==> config.mk <==
export PLATFORM = sky130hd
export DESIGN_NAME = user_core_nmi_arbiter
export DESIGN_NICKNAME = d
export VERILOG_FILES = /design/src/rtl/user_core_nmi_arbiter.sv
export SDC_FILE = /design/constraint.sdc
export NUM_CORES = 1
export LEC_CHECK = 0
export BUFFER_PORTS_ARGS = -buffer_cell sky130_fd_sc_hd__buf_2
export CAP_MARGIN = 20
export CORE_AREA = 2 2 109 111
export CTS_CLUSTER_SIZE = 24
export DETAILED_ROUTE_END_ITERATION = 8
export DIE_AREA = 0 0 111 113
export SKIP_CTS_REPAIR_TIMING = 1
export SYNTH_ARGS = -nofsm -noshare
export SYNTH_HDL_FRONTEND = slang
export SYNTH_SLANG_ARGS = --single-unit
==> constraint.sdc <==
create_clock -name clk_i -period 2.75 [get_ports clk_i]
set_input_delay 0.275 -clock clk_i [delete_from_list [all_inputs] [get_ports clk_i]]
set_output_delay 0.275 -clock clk_i [all_outputs]
set_load 0.05 [all_outputs]
==> src/rtl/user_core_nmi_arbiter.sv <==
// Round-robin N-to-1 arbiter for the native memory interface; one transaction per grant.
// Optional watchdog enabled by defining NMI_ARB_TIMEOUT_EN.
module user_core_nmi_arbiter #(
  parameter logic [4:0] ID          = 5'd31,
  parameter int         NUM_MST     = 2,
  parameter int         ADDR_WIDTH  = 32,
  parameter int         DATA_WIDTH  = 32,
  parameter int         TIMEOUT_CYC = 1024,
  localparam int        IW          = $clog2(NUM_MST),
  localparam int        SW          = DATA_WIDTH / 8
) (
  input  logic                          clk_i,
  input  logic                          rst_i,
  input  logic [NUM_MST-1:0]            s_valid_i,
  input  logic [NUM_MST*ADDR_WIDTH-1:0] s_addr_i,
  input  logic [NUM_MST*DATA_WIDTH-1:0] s_wdata_i,
  input  logic [NUM_MST*SW-1:0]         s_wstrb_i,
  output logic [NUM_MST-1:0]            s_ready_o,
  output logic [DATA_WIDTH-1:0]         s_rdata_o,
  output logic                          m_valid_o,
  output logic [ADDR_WIDTH-1:0]         m_addr_o,
  output logic [DATA_WIDTH-1:0]         m_wdata_o,
  output logic [SW-1:0]                 m_wstrb_o,
  input  logic                          m_ready_i,
  input  logic [DATA_WIDTH-1:0]         m_rdata_i,
  output logic                          busy_o,
  output logic [IW-1:0]                 gnt_o,
  output logic                          err_o,
  output logic [IW-1:0]                 err_mst_o
);

  typedef enum logic {
    IDLE = 1'b0,
    BUSY = 1'b1
  } state_t;

  state_t          state, state_nxt;
  logic [IW-1:0]   gnt, gnt_nxt;
  logic [IW-1:0]   ptr, ptr_nxt;
  logic            busy;
  logic            req;
  logic            done;
  logic            expire;
  logic [ADDR_WIDTH-1:0] sel_addr;
  logic [DATA_WIDTH-1:0] sel_wdata;
  logic [SW-1:0]         sel_wstrb;

  // First requester at or after base, wrapping modulo NUM_MST.
  function automatic logic [IW-1:0] rr_pick(input logic [NUM_MST-1:0] reqs,
                                            input logic [IW-1:0]      base);
    logic [IW-1:0] pick;
    int            idx;
    pick = '0;
    for (int i = NUM_MST - 1; i >= 0; i--) begin
      idx = int'(base) + i;
      if (idx >= NUM_MST) idx = idx - NUM_MST;
      if (reqs[idx]) pick = IW'(idx);
    end
    return pick;
  endfunction

  function automatic logic [IW-1:0] wrap_inc(input logic [IW-1:0] cur);
    logic [IW-1:0] nxt;
    if (cur == IW'(NUM_MST - 1)) nxt = '0;
    else                         nxt = cur + 1'b1;
    return nxt;
  endfunction

  assign busy = (state == BUSY);

  always_comb begin
    req       = 1'b0;
    sel_addr  = '0;
    sel_wdata = '0;
    sel_wstrb = '0;
    for (int k = 0; k < NUM_MST; k++) begin
      if (gnt == IW'(k)) begin
        req       = s_valid_i[k];
        sel_addr  = s_addr_i[k*ADDR_WIDTH +: ADDR_WIDTH];
        sel_wdata = s_wdata_i[k*DATA_WIDTH +: DATA_WIDTH];
        sel_wstrb = s_wstrb_i[k*SW +: SW];
      end
    end
  end

  // A master that withdraws valid mid-transaction never completes, even if ready coincides.
  assign done = busy && req && m_ready_i;

`ifdef NMI_ARB_TIMEOUT_EN
  localparam int CW = $clog2(TIMEOUT_CYC) + 1;

  logic [CW-1:0] cnt;
  logic [IW-1:0] err_mst;

  // 32'hDEAD_BEEF replicated or truncated to the data width.
  function automatic logic [DATA_WIDTH-1:0] dead_word();
    logic [31:0]           pat;
    logic [DATA_WIDTH-1:0] w;
    pat = 32'hDEAD_BEEF;
    for (int i = 0; i < DATA_WIDTH; i++) w[i] = pat[i % 32];
    return w;
  endfunction

  // cnt holds the number of earlier stalled BUSY cycles, so expiry is the TIMEOUT_CYC-th one.
  assign expire = busy && req && !m_ready_i && (cnt == CW'(TIMEOUT_CYC - 1));

  always_ff @(posedge clk_i) begin
    if (rst_i) begin
      cnt     <= '0;
      err_mst <= '0;
    end else begin
      if (!busy)                        cnt <= '0;
      else if (!m_ready_i && cnt != '1) cnt <= cnt + 1'b1;
      if (expire) err_mst <= gnt;
    end
  end

  assign err_mst_o = err_mst;
  assign s_rdata_o = done ? m_rdata_i : (expire ? dead_word() : '0);
`else
  assign expire    = 1'b0;
  assign err_mst_o = '0;
  assign s_rdata_o = done ? m_rdata_i : '0;
`endif

  always_ff @(posedge clk_i) begin
    if (rst_i) begin
      state <= IDLE;
      gnt   <= '0;
      ptr   <= '0;
    end else begin
      state <= state_nxt;
      gnt   <= gnt_nxt;
      ptr   <= ptr_nxt;
    end
  end

  always_comb begin
    state_nxt = state;
    gnt_nxt   = gnt;
    ptr_nxt   = ptr;
    case (state)
      IDLE: begin
        if (|s_valid_i) begin
          gnt_nxt   = rr_pick(s_valid_i, ptr);
          state_nxt = BUSY;
        end
      end
      BUSY: begin
        if (!req) begin
          state_nxt = IDLE;
        end else if (done || expire) begin
          ptr_nxt   = wrap_inc(gnt);
          state_nxt = IDLE;
        end
      end
      default: state_nxt = IDLE;
    endcase
  end

  always_comb begin
    s_ready_o = '0;
    for (int k = 0; k < NUM_MST; k++) begin
      if (gnt == IW'(k)) s_ready_o[k] = done || expire;
    end
  end

  assign m_valid_o = busy && req && !expire;
  assign m_addr_o  = busy ? sel_addr  : '0;
  assign m_wdata_o = busy ? sel_wdata : '0;
  assign m_wstrb_o = busy ? sel_wstrb : '0;
  assign busy_o    = busy;
  assign gnt_o     = gnt;
  assign err_o     = expire;

endmodule
Word-level counts from Yosys, hierarchy flattened
Index checks and enable logic that the tools add are counted.
Cells by class
  $add $sub $neg: 4
  magnitude comparators: 4
  multiplexer cells: 29
  bitwise operators: 1
  reductions and logical operators: 5
Operator list (count)
  $mux 32: 11
  $lt 32x3->1 const B: 2
  $mux 1: 15
  $mux 4: 2
  $reduce_and 3->1: 1
  $sub 1x2->3 const B: 1
  $sub 2x2->3 const B: 1
  $add 1x1->2 const B: 1
  $ge 1x2->1 const B: 1
  $ge 2x2->1 const B: 1
  $logic_and 1x1->1: 2
  $pmux 1 s2: 1
  $reduce_and 2->1: 1
  $reduce_or 2->1: 1
  $add 1x1->1 const B: 1
  $not 1->1: 1
Storage, ports and cells
  bits in registers: 3
  input bits: 173
  word-level logic and storage cells: 46

Longest topological paths before layout
  depth after elaboration: 10
  depth in mapped cells: 5
  depth with buffers taken out: 3

Least setup slack after synthesis
OpenSTA, ideal clock, no wires.
  path type: register to output
  start point: reg gnt (netlist: gnt_o)
  end point: out s_ready_o[0]
  arrival time: 2009 ps
  required time: 2475 ps
  path slack: 466 ps
  cell stages (with the launch flop): 4
  buffers on the path: 2
  cell sequence: dfxtp_1 > buf_2 > buf_2 > nor3_1
Between the ends
  word-level cells in the longest chain between the ends: 4
Ends and longest elaborated chain
  start, declared: line 38  | logic [IW-1:0] gnt, gnt_nxt;
  start signal, assigned: line 133  | gnt <= gnt_nxt;
  $mux 1: line 77  | if (gnt == IW'(k)) begin
  $logic_and 1x1->1 (2 in series): line 87  | assign done = busy && req && m_ready_i;
  $mux 1 (*): line 164  | if (gnt == IW'(k)) s_ready_o[k] = done || expire;
  end, declared: line 18  | output logic [NUM_MST-1:0] s_ready_o,
Every way passes the cells marked *; elsewhere a longest branch is shown, timed or not.

Worst setup path after layout
  start point: reg gnt (netlist: gnt_o)
  end point: out s_rdata_o[30]
Between the ends
  word-level cells in the longest chain between the ends: 4
Ends and longest elaborated chain
  $mux 1: line 77
  $logic_and 1x1->1 (2 in series): line 87
  $mux 32: line 123  | assign s_rdata_o = done ? m_rdata_i : '0;
  end, declared: line 19  | output logic [DATA_WIDTH-1:0] s_rdata_o,
No other way between the ends.

==> flow_results.xml <==
<?xml version="1.0" encoding="UTF-8"?>
<metrics>
  <group name="power">
    <metric name="seq_power_share" unit="%">5.1</metric>
    <metric name="clock_power_share" unit="%">23.1</metric>
    <metric name="p_leak" unit="nW">1.742</metric>
    <metric name="max-vdd-ir-drop" unit="uV">159.5</metric>
    <metric name="power_density" unit="nW/um^2">332.4</metric>
    <metric name="switching_share" unit="%">53.10</metric>
    <metric name="power.switching" unit="mW">0.5274</metric>
    <metric name="internal_power" unit="mW">0.4658</metric>
    <metric name="power.share.combinational" unit="%">71.9</metric>
  </group>
  <group name="routing">
    <metric name="route.met3.wl" unit="um">653</metric>
    <metric name="final_antenna_net_count" unit="">0</metric>
    <metric name="drc_errors" unit="">0</metric>
    <metric name="avgViaCountPerCell" unit="">3.878</metric>
    <metric name="route.top_layer_used" unit="">met4</metric>
    <metric name="wl_met1" unit="um">2440</metric>
    <metric name="detailed_router_iteration_count_before_antenna_repair" unit="">4</metric>
    <metric name="met2_wirelength" unit="um">3692</metric>
    <metric name="drt-total-wl" unit="um">6812</metric>
    <metric name="via_count" unit="">2393</metric>
    <metric name="dr.first_iter.drc_count" unit="">44</metric>
    <metric name="post_drt_wl_per_cell" unit="um">11.04</metric>
  </group>
  <group name="floorplanning">
    <metric name="std_cell_rows" unit="">39</metric>
    <metric name="dieWidth" unit="um">111</metric>
    <metric name="chipHeight" unit="um">113</metric>
    <metric name="design.portCount" unit="">280</metric>
    <metric name="core" unit="um^2">11270</metric>
    <metric name="die-area" unit="um^2">12540</metric>
    <metric name="initial_utilization" unit="%">12.35</metric>
  </group>
  <group name="yosys">
    <metric name="asyncSetResetFlopFracSynth" unit="%">0</metric>
    <metric name="netlist_instances" unit="">210</metric>
    <metric name="synthDominantCellAreaShare" unit="%">49.60</metric>
    <metric name="sequential_fraction_of_the_synthesis_area" unit="%">4.313</metric>
    <metric name="postSynthRegisterBits" unit="">3</metric>
    <metric name="most_instantiated_library_cell_after_synthesis" unit="">sky130_fd_sc_hd__nor2_1</metric>
    <metric name="number_of_enable_type_register_cells_in_the_synthesized_netlist" unit="">0</metric>
    <metric name="post_synth_main_area_contributors" unit="">sky130_fd_sc_hd__mux2i_1 (50%), sky130_fd_sc_hd__nor2_1 (19%), sky130_fd_sc_hd__and2_1 (14%)</metric>
    <metric name="post_synth_num_cell_types" unit="">19</metric>
    <metric name="netlist_area" unit="um^2">1393</metric>
    <metric name="synth_top_flop_cell" unit="">sky130_fd_sc_hd__dfxtp_1</metric>
    <metric name="synthTopCellsByCount" unit="">sky130_fd_sc_hd__nor2_1 (72), sky130_fd_sc_hd__mux2i_1 (69), sky130_fd_sc_hd__and2_1 (32)</metric>
    <metric name="synth.yosys.warnings" unit="">0</metric>
    <metric name="post-synth-top-area-cell" unit="">sky130_fd_sc_hd__mux2i_1</metric>
    <metric name="avgSynthCellArea" unit="um^2">6.631</metric>
  </group>
  <group name="worst_hold_path">
    <metric name="whs_path_depth" unit="">2</metric>
    <metric name="hp-start" unit="">rst_i</metric>
    <metric name="min-delay-path-class" unit="">primary input to register</metric>
    <metric name="min_delay_worst_endpoint" unit="">gnt_o</metric>
  </group>
  <group name="critical_path">
    <metric name="cp.arrival" unit="ps">1910</metric>
    <metric name="worst-endpoint-required" unit="ps">2480</metric>
    <metric name="worstPathMaxFanout" unit="">32</metric>
    <metric name="critPathCaptureType" unit="">primary output</metric>
    <metric name="start_kind" unit="">register</metric>
    <metric name="reg2reg_setup_slack" unit="ps">1360</metric>
    <metric name="reg_to_reg_critical_path_endpoint" unit="">gnt_o</metric>
    <metric name="setup.worst_path.class" unit="">register to primary output</metric>
    <metric name="r2r_cells" unit="">4</metric>
    <metric name="reg2reg_from" unit="">busy_o</metric>
  </group>
  <group name="timing">
    <metric name="max_slew_margin" unit="%">45.44</metric>
    <metric name="min_period" unit="ps">2182</metric>
    <metric name="min_period_over_period" unit="%">79.35</metric>
    <metric name="timing_limited_maximum_frequency" unit="MHz">458.3</metric>
    <metric name="worst_clock_skew" unit="ps">0.05179</metric>
    <metric name="rsz0062_at_grt" unit="">no</metric>
    <metric name="final.setup.worst_slack" unit="ps">567.9</metric>
    <metric name="timing_hold_violations_final" unit="">0</metric>
    <metric name="setup_viol" unit="">0</metric>
    <metric name="finalMaxSlewViolations" unit="">0</metric>
    <metric name="tns" unit="ps">0</metric>
    <metric name="worst-slew-pin-transition" unit="ps">817.5</metric>
  </group>
  <group name="cells_and_area">
    <metric name="design.final.nets" unit="">648</metric>
    <metric name="syn2layout_area_growth" unit="%">114.6</metric>
    <metric name="layout.core_utilization" unit="%">26.51</metric>
    <metric name="antenna_cells_inserted" unit="">0</metric>
    <metric name="ratio_of_cells_with_drive_above_1_in_the_final_layout" unit="%">60.13</metric>
  </group>
  <group name="grt">
    <metric name="grt_first_pass_wirelength" unit="um">9735</metric>
    <metric name="antenna_found_initial" unit="">0</metric>
    <metric name="groute.usage.overall" unit="%">9.386</metric>
    <metric name="grt_pass1_vias" unit="">2158</metric>
    <metric name="largest_net_degree_at_the_start_of_global_routing" unit="">74</metric>
    <metric name="global_route.overflow_total" unit="">0</metric>
  </group>
  <group name="clock_network">
    <metric name="root_buffer" unit="">sky130_fd_sc_hd__clkbuf_16</metric>
    <metric name="cts-root-to-sink-buffers" unit="">2</metric>
    <metric name="clk_transition_reported_paths" unit="ps">30</metric>
    <metric name="clkLatencyLatePin" unit="ps">220</metric>
    <metric name="clock_sink_count" unit="">3</metric>
    <metric name="cts_made_buffers" unit="">3</metric>
    <metric name="h-tree-depth" unit="">1</metric>
    <metric name="cts_tree" unit="">yes</metric>
  </group>
  <group name="status">
    <metric name="status" unit="">complete, no violations</metric>
  </group>
  <group name="run">
    <metric name="drv.max_cap_violation_count" unit="">0</metric>
  </group>
  <group name="placement">
    <metric name="dpl_worst_slack" unit="ps">739.7</metric>
    <metric name="port_buffers" unit="">277</metric>
    <metric name="dpl.hpwl" unit="um">5806</metric>
    <metric name="place.gp.congestion" unit="">0.7566</metric>
  </group>
</metrics>
flip-flops by register name, summed over array words and instances (netlist names):
signal / cells
ptr: 1
gnt_o: 1
busy_o: 1
critical path, cell delays in order, from the launching register on:
cell	delay [ps]
sky130_fd_sc_hd__dfxtp_4	340
sky130_fd_sc_hd__mux2i_1	180
sky130_fd_sc_hd__nor2_2	670
sky130_fd_sc_hd__and2_1	220
sky130_fd_sc_hd__buf_2	260
how the worst max path moves through the flow:
| stage | startpoint | to | slack, ps | cells past startpoint |
|---|---|---|---|---|
| after floorplan | gnt_o | s_ready_o[0] | 470 | 3 |
| final | gnt_o | s_rdata_o[30] | 570 | 4 |
| after global routing | gnt_o | s_rdata_o[7] | 360 | 4 |
| after detailed placement | s_valid_i[1] | s_rdata_o[20] | 740 | 5 |
| after global placement | s_valid_i[1] | s_rdata_o[19] | 750 | 5 |
| after CTS | gnt_o | s_rdata_o[30] | 520 | 4 |
power groups by stage:
| stage | logic [mW] | clock network [mW] | registers (mW) |
|---|---|---|---|
| final | 0.714 | 0.229 | 0.0503 |
| after global routing | 0.758 | 0.237 | 0.0507 |
| after CTS | 0.723 | 0.231 | 0.0503 |
| after detailed placement | 0.721 | 0 | 0.0508 |
| after global placement | 0.719 | 0 | 0.0506 |
| after floorplan | 0.485 | 0 | 0.0578 |
per-layer routing:
layer | vias to the layer above | global-route usage, %
met3 | 2 | 2.517
met1 | 1015 | 9.362
met4 | 0 | 1.417
li1 | 1217 | -
met2 | 159 | 19.55
met5 | - | 0
cell type report:
class	instances	area [um^2]
multi-input combinational	185	1229
inverter	3	11.26
tap	143	178.9
clock buffer	4	78.83
fill	1271	8284
sequential	3	63.81
timing repair buffer	279	1426
cells by family (layout without fill, tap and decap cells):
family | after synthesis | in the layout | synth area share, %
AND/OR/NAND/NOR | 108 | 108 | 35.13
buffers and inverters | 23 | 286 | 7.727
multiplexers | 69 | 69 | 49.60
AO/OA/AOI/OAI | 6 | 6 | 2.965
flip-flops | 3 | 3 | 4.313
other | 1 | 2 | 0.2693
stage by stage:
step / std cells / instance area [um^2] / hold WS (ps) / total power [mW]
after floorplan: 211 / 1396 / 344.1 / 0.5429
after global placement: 613 / 2909 / 461.7 / 0.7697
after detailed placement: 613 / 2909 / 463.0 / 0.7722
after CTS: 617 / 2988 / 239.9 / 1.004
after global routing: 617 / 2988 / 246.1 / 1.045
final: 617 / 2988 / 236.7 / 0.9932
cells in the final DEF (no fill, tap or decap), types with 2 or more instances in the layout:
cell type / Yosys / layout
sky130_fd_sc_hd__buf_2: 11 / 277
sky130_fd_sc_hd__and2_1: 32 / 32
sky130_fd_sc_hd__nor2_1: 72 / 72
sky130_fd_sc_hd__inv_1: 2 / 2
sky130_fd_sc_hd__buf_12: 0 / 2
sky130_fd_sc_hd__mux2i_1: 69 / 69
sky130_fd_sc_hd__dfxtp_1: 3 / 2
sky130_fd_sc_hd__conb_1: 1 / 2
sky130_fd_sc_hd__clkbuf_16: 0 / 3
sky130_fd_sc_hd__nand2_1: 2 / 2
Note: power is estimated with default switching activity, not from simulation.
